==> config.mk <==
export PLATFORM = sky130hd
export DESIGN_NAME = dram_req_arbiter_flat
export DESIGN_NICKNAME = d
export VERILOG_FILES = /design/src/rtl/dram_req_arbiter_if.sv /design/src/rtl/dram_req_arbiter.sv /design/src/flat_wrapper.sv
export SDC_FILE = /design/constraint.sdc
export NUM_CORES = 1
export LEC_CHECK = 0
export ABC_AREA = 0
export CORE_AREA = 2 2 543 545
export DETAILED_ROUTE_END_ITERATION = 8
export DIE_AREA = 0 0 545 547
export DONT_BUFFER_PORTS = 1
export PLACE_DENSITY_LB_ADDON = 0.08
export SETUP_SLACK_MARGIN = 0.3
export SLEW_MARGIN = 20
export SYNTH_ARGS = -nofsm -noshare
export SYNTH_HDL_FRONTEND = slang
export SYNTH_SLANG_ARGS = --single-unit
==> constraint.sdc <==
create_clock -name clk -period 10.01 [get_ports clk]
set_input_delay 1.5015 -clock clk [delete_from_list [all_inputs] [get_ports clk]]
set_output_delay 1.5015 -clock clk [all_outputs]
set_load 0.02 [all_outputs]
==> src/rtl/dram_req_arbiter_if.sv <==
`default_nettype none
// ============================================================================
// Module   : dram_req_arbiter_if
// Brief    : Requester, response and DRAM FIFO signals shared by the arbiter.
// Revision : 1.0
// ============================================================================
interface dram_req_arbiter_if #(
  parameter int ADDR_W = 31
);
  logic [2:0]          req_valid;
  logic [2:0]          req_rnw;
  logic [3*ADDR_W-1:0] req_addr;
  logic [3*256-1:0]    req_wdata;
  logic [3*32-1:0]     req_wmask;
  logic [2:0]          req_ready;
  logic [2:0]          rsp_valid;
  logic [127:0]        rsp_data;
  logic [2:0]          rsp_ready;
  logic                af_full;
  logic                af_wr_en;
  logic [ADDR_W-1:0]   af_addr_din;
  logic [2:0]          af_cmd_din;
  logic                wdf_full;
  logic                wdf_wr_en;
  logic [127:0]        wdf_din;
  logic [15:0]         wdf_mask_din;
  logic                rdf_valid;
  logic [127:0]        rdf_dout;
  logic                rdf_rd_en;

  // Arbiter side: consumes requests, masters the DRAM FIFOs.
  modport master (
    input  req_valid, req_rnw, req_addr, req_wdata, req_wmask, rsp_ready,
    input  af_full, wdf_full, rdf_valid, rdf_dout,
    output req_ready, rsp_valid, rsp_data,
    output af_wr_en, af_addr_din, af_cmd_din, wdf_wr_en, wdf_din, wdf_mask_din, rdf_rd_en
  );

  modport slave (
    output req_valid, req_rnw, req_addr, req_wdata, req_wmask, rsp_ready,
    output af_full, wdf_full, rdf_valid, rdf_dout,
    input  req_ready, rsp_valid, rsp_data,
    input  af_wr_en, af_addr_din, af_cmd_din, wdf_wr_en, wdf_din, wdf_mask_din, rdf_rd_en
  );
endinterface
`default_nettype wire

==> src/rtl/dram_req_arbiter.sv <==
`default_nettype none
// ============================================================================
// Module   : dram_req_arbiter
// Brief    : Round-robin arbiter of three requesters onto the DRAM FIFOs with
//            in-order read return routing through an ID queue.
// Revision : 1.0
// ============================================================================
module dram_req_arbiter #(
  parameter int TAG_DEPTH = 8,
  parameter int ADDR_W    = 31
) (
  input wire logic             clk,
  input wire logic             rst,
  dram_req_arbiter_if.master   bus
);
  localparam int TAG_AW = $clog2(TAG_DEPTH);
  localparam int CNT_W  = TAG_AW + 1;

  typedef enum logic [1:0] {
    IDLE = 2'd0,
    WD0  = 2'd1,
    WD1  = 2'd2,
    CMD  = 2'd3
  } state_t;

  state_t             state_q, state_d;
  logic [1:0]         ptr_q, ptr_d;
  logic [1:0]         grant_q, grant_d;
  logic [1:0]         tag_mem_q [TAG_DEPTH];
  logic [1:0]         tag_mem_d [TAG_DEPTH];
  logic [TAG_AW-1:0]  wr_ptr_q, wr_ptr_d, rd_ptr_q, rd_ptr_d;
  logic [CNT_W-1:0]   count_q, count_d;
  logic               beat_q, beat_d;

  logic [2:0] eligible;
  logic       found;
  logic [1:0] pick;
  logic [2:0] scan_sum;
  logic [1:0] scan_idx;
  logic       tag_full, tag_empty, tag_push, tag_pop;
  logic [1:0] head;

  assign tag_full  = (count_q == CNT_W'(TAG_DEPTH));
  assign tag_empty = (count_q == '0);
  assign head      = tag_mem_q[rd_ptr_q];
  assign eligible  = bus.req_valid & (~bus.req_rnw | {3{~tag_full}});
  assign bus.rsp_data = bus.rdf_dout;

  // Scan pointer, pointer+1, pointer+2 (mod 3) for the first eligible requester.
  always_comb begin
    found    = 1'b0;
    pick     = ptr_q;
    scan_sum = '0;
    scan_idx = '0;
    for (int k = 0; k < 3; k++) begin
      scan_sum = {1'b0, ptr_q} + 3'(k);
      scan_idx = (scan_sum >= 3'd3) ? 2'(scan_sum - 3'd3) : scan_sum[1:0];
      if (!found && eligible[scan_idx]) begin
        found = 1'b1;
        pick  = scan_idx;
      end
    end
  end

  always_comb begin
    state_d          = state_q;
    ptr_d            = ptr_q;
    grant_d          = grant_q;
    tag_push         = 1'b0;
    bus.req_ready    = '0;
    bus.af_wr_en     = 1'b0;
    bus.af_addr_din  = '0;
    bus.af_cmd_din   = '0;
    bus.wdf_wr_en    = 1'b0;
    bus.wdf_din      = '0;
    bus.wdf_mask_din = '0;
    if (!rst) begin
      unique case (state_q)
        IDLE: begin
          if (found) begin
            grant_d = pick;
            state_d = bus.req_rnw[pick] ? CMD : WD0;
          end
        end
        WD0: begin
          bus.wdf_din      = bus.req_wdata[32'(grant_q)*256 +: 128];
          bus.wdf_mask_din = bus.req_wmask[32'(grant_q)*32 +: 16];
          bus.wdf_wr_en    = !bus.wdf_full;
          if (!bus.wdf_full) state_d = WD1;
        end
        WD1: begin
          bus.wdf_din      = bus.req_wdata[32'(grant_q)*256 + 128 +: 128];
          bus.wdf_mask_din = bus.req_wmask[32'(grant_q)*32 + 16 +: 16];
          bus.wdf_wr_en    = !bus.wdf_full;
          if (!bus.wdf_full) state_d = CMD;
        end
        CMD: begin
          bus.af_addr_din = bus.req_addr[32'(grant_q)*ADDR_W +: ADDR_W];
          bus.af_cmd_din  = {2'b00, bus.req_rnw[grant_q]};
          bus.af_wr_en    = !bus.af_full;
          if (!bus.af_full) begin
            bus.req_ready = 3'b001 << grant_q;
            ptr_d         = (grant_q == 2'd2) ? 2'd0 : grant_q + 2'd1;
            tag_push      = bus.req_rnw[grant_q];
            state_d       = IDLE;
          end
        end
        default: state_d = IDLE;
      endcase
    end
  end

  // Read return: the queue head owns the next two beats from the read FIFO.
  always_comb begin
    bus.rsp_valid = '0;
    bus.rdf_rd_en = 1'b0;
    if (!rst && bus.rdf_valid && !tag_empty) begin
      bus.rsp_valid = 3'b001 << head;
      bus.rdf_rd_en = bus.rsp_ready[head];
    end
    tag_pop   = bus.rdf_rd_en && beat_q;
    beat_d    = beat_q ^ bus.rdf_rd_en;
    tag_mem_d = tag_mem_q;
    wr_ptr_d  = wr_ptr_q;
    rd_ptr_d  = rd_ptr_q;
    count_d   = count_q;
    if (tag_push) begin
      tag_mem_d[wr_ptr_q] = grant_q;
      wr_ptr_d            = wr_ptr_q + TAG_AW'(1);
    end
    if (tag_pop) rd_ptr_d = rd_ptr_q + TAG_AW'(1);
    unique case ({tag_push, tag_pop})
      2'b10:   count_d = count_q + CNT_W'(1);
      2'b01:   count_d = count_q - CNT_W'(1);
      default: count_d = count_q;
    endcase
  end

  always_ff @(posedge clk) begin
    if (rst) begin
      state_q  <= IDLE;
      ptr_q    <= '0;
      grant_q  <= '0;
      wr_ptr_q <= '0;
      rd_ptr_q <= '0;
      count_q  <= '0;
      beat_q   <= 1'b0;
      for (int i = 0; i < TAG_DEPTH; i++) tag_mem_q[i] <= '0;
    end else begin
      state_q   <= state_d;
      ptr_q     <= ptr_d;
      grant_q   <= grant_d;
      wr_ptr_q  <= wr_ptr_d;
      rd_ptr_q  <= rd_ptr_d;
      count_q   <= count_d;
      beat_q    <= beat_d;
      tag_mem_q <= tag_mem_d;
    end
  end
endmodule
`default_nettype wire

==> src/flat_wrapper.sv <==
// flat-port wrapper written by rule: the top's interface ports become plain ports
module dram_req_arbiter_flat 
#(
  parameter int TAG_DEPTH = 8,
  parameter int ADDR_W    = 31
)
  (clk, rst, bus_req_valid, bus_req_rnw, bus_req_addr, bus_req_wdata, bus_req_wmask, bus_rsp_ready, bus_af_full, bus_wdf_full, bus_rdf_valid, bus_rdf_dout, bus_req_ready, bus_rsp_valid, bus_rsp_data, bus_af_wr_en, bus_af_addr_din, bus_af_cmd_din, bus_wdf_wr_en, bus_wdf_din, bus_wdf_mask_din, bus_rdf_rd_en);
  dram_req_arbiter_if #(.ADDR_W(ADDR_W)) bus_i ();
  input wire logic clk;
  input wire logic rst;
  input wire logic [$bits(bus_i.req_valid)-1:0] bus_req_valid;
  input wire logic [$bits(bus_i.req_rnw)-1:0] bus_req_rnw;
  input wire logic [$bits(bus_i.req_addr)-1:0] bus_req_addr;
  input wire logic [$bits(bus_i.req_wdata)-1:0] bus_req_wdata;
  input wire logic [$bits(bus_i.req_wmask)-1:0] bus_req_wmask;
  input wire logic [$bits(bus_i.rsp_ready)-1:0] bus_rsp_ready;
  input wire logic [$bits(bus_i.af_full)-1:0] bus_af_full;
  input wire logic [$bits(bus_i.wdf_full)-1:0] bus_wdf_full;
  input wire logic [$bits(bus_i.rdf_valid)-1:0] bus_rdf_valid;
  input wire logic [$bits(bus_i.rdf_dout)-1:0] bus_rdf_dout;
  output wire logic [$bits(bus_i.req_ready)-1:0] bus_req_ready;
  output wire logic [$bits(bus_i.rsp_valid)-1:0] bus_rsp_valid;
  output wire logic [$bits(bus_i.rsp_data)-1:0] bus_rsp_data;
  output wire logic [$bits(bus_i.af_wr_en)-1:0] bus_af_wr_en;
  output wire logic [$bits(bus_i.af_addr_din)-1:0] bus_af_addr_din;
  output wire logic [$bits(bus_i.af_cmd_din)-1:0] bus_af_cmd_din;
  output wire logic [$bits(bus_i.wdf_wr_en)-1:0] bus_wdf_wr_en;
  output wire logic [$bits(bus_i.wdf_din)-1:0] bus_wdf_din;
  output wire logic [$bits(bus_i.wdf_mask_din)-1:0] bus_wdf_mask_din;
  output wire logic [$bits(bus_i.rdf_rd_en)-1:0] bus_rdf_rd_en;
  assign bus_i.req_valid = bus_req_valid;
  assign bus_i.req_rnw = bus_req_rnw;
  assign bus_i.req_addr = bus_req_addr;
  assign bus_i.req_wdata = bus_req_wdata;
  assign bus_i.req_wmask = bus_req_wmask;
  assign bus_i.rsp_ready = bus_rsp_ready;
  assign bus_i.af_full = bus_af_full;
  assign bus_i.wdf_full = bus_wdf_full;
  assign bus_i.rdf_valid = bus_rdf_valid;
  assign bus_i.rdf_dout = bus_rdf_dout;
  assign bus_req_ready = bus_i.req_ready;
  assign bus_rsp_valid = bus_i.rsp_valid;
  assign bus_rsp_data = bus_i.rsp_data;
  assign bus_af_wr_en = bus_i.af_wr_en;
  assign bus_af_addr_din = bus_i.af_addr_din;
  assign bus_af_cmd_din = bus_i.af_cmd_din;
  assign bus_wdf_wr_en = bus_i.wdf_wr_en;
  assign bus_wdf_din = bus_i.wdf_din;
  assign bus_wdf_mask_din = bus_i.wdf_mask_din;
  assign bus_rdf_rd_en = bus_i.rdf_rd_en;
  dram_req_arbiter #(.TAG_DEPTH(TAG_DEPTH), .ADDR_W(ADDR_W)) u_core (.clk(clk), .rst(rst), .bus(bus_i));
endmodule
== Word level (Yosys, flattened, before mapping) ==
Cells that the tools add are included.
Word-level totals
  register bits: 33
  word-level logic and storage cells: 140
  output and inout bits: 315
Operators by class
  magnitude comparators: 12
  $mul: 1
  eq/ne operators: 11
  bitwise operators: 8
  reductions and logical operators: 19
  add/subtract/negate cells: 12
  multiplexer cells: 55
  shifts and indexed selects: 7
Operators with widths (count)
  indexed part select 768 x 11 -> 128 bit: 1
  indexed part select 768 x 33 -> 128 bit: 1
  case mux 128 bit (2 select lines): 1
  two-way mux 128 bit: 1
  indexed part select 96 x 33 -> 16 bit: 1
  indexed part select 96 x 8 -> 16 bit: 1
  indexed part select 93 x 8 -> 31 bit: 1
  two-way mux 31 bit: 2
  case mux 16 bit (2 select lines): 1
  two-way mux 2 bit: 15
  less-than comparator 2 x 3 -> 1 bit (second input constant): 6
  two-way mux 1 bit: 18
  bitwise mux 16 bit: 1
  two-way mux 16 bit: 1
  two-way mux 3 bit: 5
  binary-select mux 1 bit (select 2 bit): 6
  adder 10 x 8 -> 11 bit (second input constant): 1
  adder 7 x 5 -> 8 bit (second input constant): 1
  == test 2 bit (second input constant): 4
  greater-or-equal comparator 4 bit (second input constant): 2
  NOT 3 -> 4 bit: 2
  case mux 2 bit (4 select lines): 1
  case mux 4 bit (2 select lines): 1
  multiplier 2 x 5 -> 7 bit (second input constant): 1
  other kinds (30): 50

== Longest topological paths before layout ==
  depth after elaboration: 18
  mapped depth: 15
  gate-level depth less buffers: 14

== Worst setup path after synthesis ==
OpenSTA, ideal clock, no wires.
  path type: in2out
  from: input port rst
  to: output port bus_wdf_mask_din[10]
  path buffers: 4
  stages on the path: 6
  data required time: 8.509 ns
  arrival time: 2.832 ns
  path slack: 5.677 ns
  cells stage by stage: clkbuf_1 > nand2b_1 > clkbuf_1 > clkbuf_1 > clkbuf_1 > nor2_1
Between the ends
  longest elaborated chain between the ends: 1
Ends and longest elaborated chain
  from (decl): RTL line flat_wrapper.sv:10  | input wire logic rst;
  two-way mux 16 bit: RTL line dram_req_arbiter.sv:77  | if (!rst) begin
  to (decl): RTL line flat_wrapper.sv:29  | output wire logic [$bits(bus_i.wdf_mask_din)-1:0] bus_wdf_mask_din;
Every way passes these cells.

== Worst setup path in the final report ==
  from: register u_core.state_q[0]
  to: output port bus_wdf_mask_din[15]
Between the ends
  longest elaborated chain between the ends: 3
  elaborated cells between the ends (all ways): 4
Ends and longest elaborated chain
  from (decl): RTL line dram_req_arbiter.sv:26  | state_t state_q, state_d;
  from (signal assigned): RTL line dram_req_arbiter.sv:150  | state_q <= state_d;
  == test 2 bit or == test 2 x 1 -> 1 bit (tied branches): RTL line dram_req_arbiter.sv:78  | unique case (state_q)
  case mux 16 bit (2 select lines) *: RTL line dram_req_arbiter.sv:78
  two-way mux 16 bit *: RTL line dram_req_arbiter.sv:77
Mark *: on every way between the ends. The rest lies on a longest branch, timed or not.

==> key figures <==
Die
  – I/O pins: 1414
  – Die X-Extent: 545 µm
  – Area inside the core boundary: 293000 µm²
  – Row cnt: 199
  – Chip Height: 547 µm
  – Area of the die: 298000 µm²
  – Effective utilization at floorplan: 3.93%

Logic synthesis
  – Number of synthesized flops with an enable pin: 0
  – Cell area after synthesis: 11500 µm²
  – Number of warnings reported in the yosys synthesis log: 0
  – Synth Area per Inst: 7.67 µm²
  – Most used DFF post-synth: sky130_fd_sc_hd__dfxtp_1
  – Share of synthesized area occupied by flip-flops and latches: 5.74%
  – Distinct cell type count of the synthesized netlist: 54
  – Area leader, netlist: sky130_fd_sc_hd__mux2_2
  – Fraction of synthesized cell area taken by the top area cell type: 28.2%
  – Top cells by area, synth: sky130_fd_sc_hd__mux2_2, sky130_fd_sc_hd__mux2i_1, sky130_fd_sc_hd__o221ai_1, sky130_fd_sc_hd__buf_4, sky130_fd_sc_hd__nor2_1
  – Flop and latch count out of synthesis: 33
  – Async set-or-reset flop fraction in the synthesized netlist: 0%
  – Cell count after synthesis: 1501

Finish
  – Leading cell type in the layout, fill and taps excluded: sky130_fd_sc_hd__mux2_2
  – Share of layout cells above drive strength 1: 29.2%
  – Multi-input combinational cell area: 9320 µm²
  – Number of filler instances in the final layout: 34600
  – Reg area: 668 µm²
  – End-of-flow core utilization: 5.35%
  – Layout Area Growth over Synthesis: 35.9%
  – Leading cell types in the layout, fill and taps excluded: sky130_fd_sc_hd__mux2_2, sky130_fd_sc_hd__nor2_1, sky130_fd_sc_hd__mux2i_1, sky130_fd_sc_hd__o21ai_0, sky130_fd_sc_hd__o221ai_1
  – NumNets Final: 2382

Timing
  – Setup TNS: 0 ps
  – Clock period minus final worst setup slack: 5500 ps
  – Clock Skew: 3.21 ps
  – Number of setup violations in the final report: 0
  – RSZ-0062 raised after global routing: no
  – Min Hold Slack: 487 ps
  – Max-slew violation count: 0
  – Post-layout worst setup margin: 4510 ps
  – Final critical-path share of the clock period: 55.0%
  – Hold Fails Final Rpt: 0
  – Worst slew margin: 34.4%
  – Fmax: 182 MHz
  – Least-Margin Pin Slew: 957 ps

Power
  – Worst-case vdd ir drop: 0.0888 mV
  – Leakage power figure: 3.50 nW
  – Overall power of the completed layout: 3.20 mW
  – Power per cell area: 205 nW/µm²

Clock tree
  – Num CTS Buffers: 5
  – CTS tree: built
  – CTS H-tree depth: 2
  – Clock latency of the later-clocked register in the worst-skew pair: 290 ps
  – Maximum number of buffers from clock root to sink: 2
  – Quantity of gates resized following cts: 0
  – Buffers inserted during post-CTS setup optimization: 0
  – Num Clock Sinks: 33
  – Cts hold-fix bufs: 0
  – Clock transition at the registers of the reported paths: 60 ps
  – Clock root cell: sky130_fd_sc_hd__clkbuf_16

Worst setup path
  – Crit path required time: 8510 ps
  – Reg-to-reg endpoint: u_core.count_q[2]
  – Category of the worst setup path capture point: output port
  – Kind of start point of the critical path: register
  – CP Max Fanout: 101
  – Data arrival at the endpoint of the critical path: 4000 ps
  – Worst reg-to-reg setup slack: 5720 ps
  – Reg-to-reg startpoint: u_core.rd_ptr_q[0]
  – Kind of critical path: register to output port
  – Depth of the most critical reg-to-reg path: 13

Detailed routing
  – Detail-routed net length per standard cell: 30.0 µm
  – Initial detailed-routing violation count: 646
  – Drt first pass iters: 5
  – DR vias: 12300
  – Post-route ant nets: 0
  – Post-detailed-route DRC marker count: 0
  – Post-detailed-route via-to-cell ratio: 2.34
  – Routed WL: 157000 µm

Place
  – Placed wire-length estimate after detailed placement: 141000 µm
  – Number of I/O port buffers: 0
  – Setup Slack @ Placement: 4580 ps
  – Final weighted congestion in routability-driven placement: 0.784

GRT
  – Total congestion overflow after global routing: 0
  – Vias in the first global route: 12900
  – Initial antenna violation count: 143
  – Global routing usage summed across all routing layers: 9.91%
  – First-pass GRT wire length: 184000 µm
  – Largest net degree at the start of global routing: 110

Worst hold path
  – Classification of the worst-slack hold path: register to register
  – Hold EP: u_core.tag_mem_q[3]
  – Hold Path Stages: 2
  – Hold Crit Start: u_core.tag_mem_q[3]

Job
  – # Max-Cap Violations: 0

Run status
  – Result of the run: complete, no violations
==> how the worst max path moves through the flow <==
stage / startpoint / endpoint / slack (ps) / depth (start not counted)
2_1_floorplan: rst / bus_wdf_mask_din[10] / 5680 / 6
3_3_place_gp: u_core.state_q[0] / bus_wdf_mask_din[15] / 4070 / 8
3_5_place_dp: u_core.state_q[0] / bus_wdf_mask_din[15] / 4580 / 8
4_1_cts: u_core.state_q[0] / bus_wdf_mask_din[15] / 4250 / 8
5_1_grt: u_core.state_q[0] / bus_wdf_din[109] / 4160 / 8
6_report: u_core.state_q[0] / bus_wdf_mask_din[15] / 4510 / 8
==> cell families after synthesis <==
| group | after synthesis | share of synthesized area [%] |
|---|---|---|
| AO/OA/AOI/OAI | 364 | 21.3 |
| flip-flops | 33 | 5.74 |
| buffers and inverters | 299 | 14.1 |
| adder cells (fa/ha/maj) | 13 | 1.41 |
| other | 1 | 0.0326 |
| multiplexers | 492 | 46.3 |
| AND/OR/NAND/NOR | 293 | 10.7 |
| XOR/XNOR | 6 | 0.457 |
==> area by class of cell <==
type | instances | share of cell area [%]
timing repair buffer | 46 | 2.61
sequential | 33 | 4.27
clock inverter | 2 | 0.0640
tap | 3919 | 31.3
clock buffer | 6 | 0.824
antenna | 61 | 0.976
inverter | 14 | 0.336
multi-input combinational | 1170 | 59.6
==> cell usage after synthesis, drive strengths merged, types with 2 or more instances <==
master and count:
nand3b 2, nor2 240, o211ai 2, or3 3, nand3 2, a21oi 43
nand4b 3, buf 160, clkbuf 125, nor3 5, nand2b 7, a21boi 2
nor2b 6, ha 13, and2 3, xor2 5, a2111oi 4, inv 14
a211o 2, mux4 4, nand2 13, mux2i 200, o221ai 144, nor3b 3
o21ai 156, dfxtp 33, mux2 288
==> worst max-delay path, cell delays in order, from the launching register on <==
cell and delay [ps]:
sky130_fd_sc_hd__dfxtp_1 340, sky130_fd_sc_hd__inv_1 130, sky130_fd_sc_hd__ha_4 610, sky130_fd_sc_hd__buf_4 520, sky130_fd_sc_hd__buf_12 430, sky130_fd_sc_hd__mux2i_2 880
sky130_fd_sc_hd__o21ai_0 170, sky130_fd_sc_hd__o221ai_1 240, sky130_fd_sc_hd__nor2_1 230
==> state kept, by name, summed over array words and instances (netlist names) <==
name,flops
u_core.beat_q,1
u_core.count_q,4
u_core.grant_q,2
u_core.ptr_q,2
u_core.rd_ptr_q,3
u_core.state_q,2
u_core.tag_mem_q,16
u_core.wr_ptr_q,3
==> power breakdown <==
group / total (mW) / internal (mW) / leakage (nW) / switching [mW]
Combinational: 2.89 / 0.865 / 3.16 / 2.03
Sequential: 0.151 / 0.138 / 0.268 / 0.0126
Clock: 0.159 / 0.0917 / 0.0710 / 0.0677
==> per-stage QoR <==
stage	instances	cell area (µm²)
2_1_floorplan	1502	11500
3_3_place_gp	5182	15300
3_5_place_dp	5182	15300
4_1_cts	5190	15500
5_1_grt	5220	15600
6_report	5251	15600
==> metal layers <==
layer  vias up  track usage (%)  part of all wire, %
met3       230             4.86                   13
met2      1030             16.1                   46
met4        70             3.12                  3.3
met5         -            0.305                 0.37
met1      5878             11.2                   38
li1       5063                -                    -
Note: power is estimated with default switching activity, not from simulation.
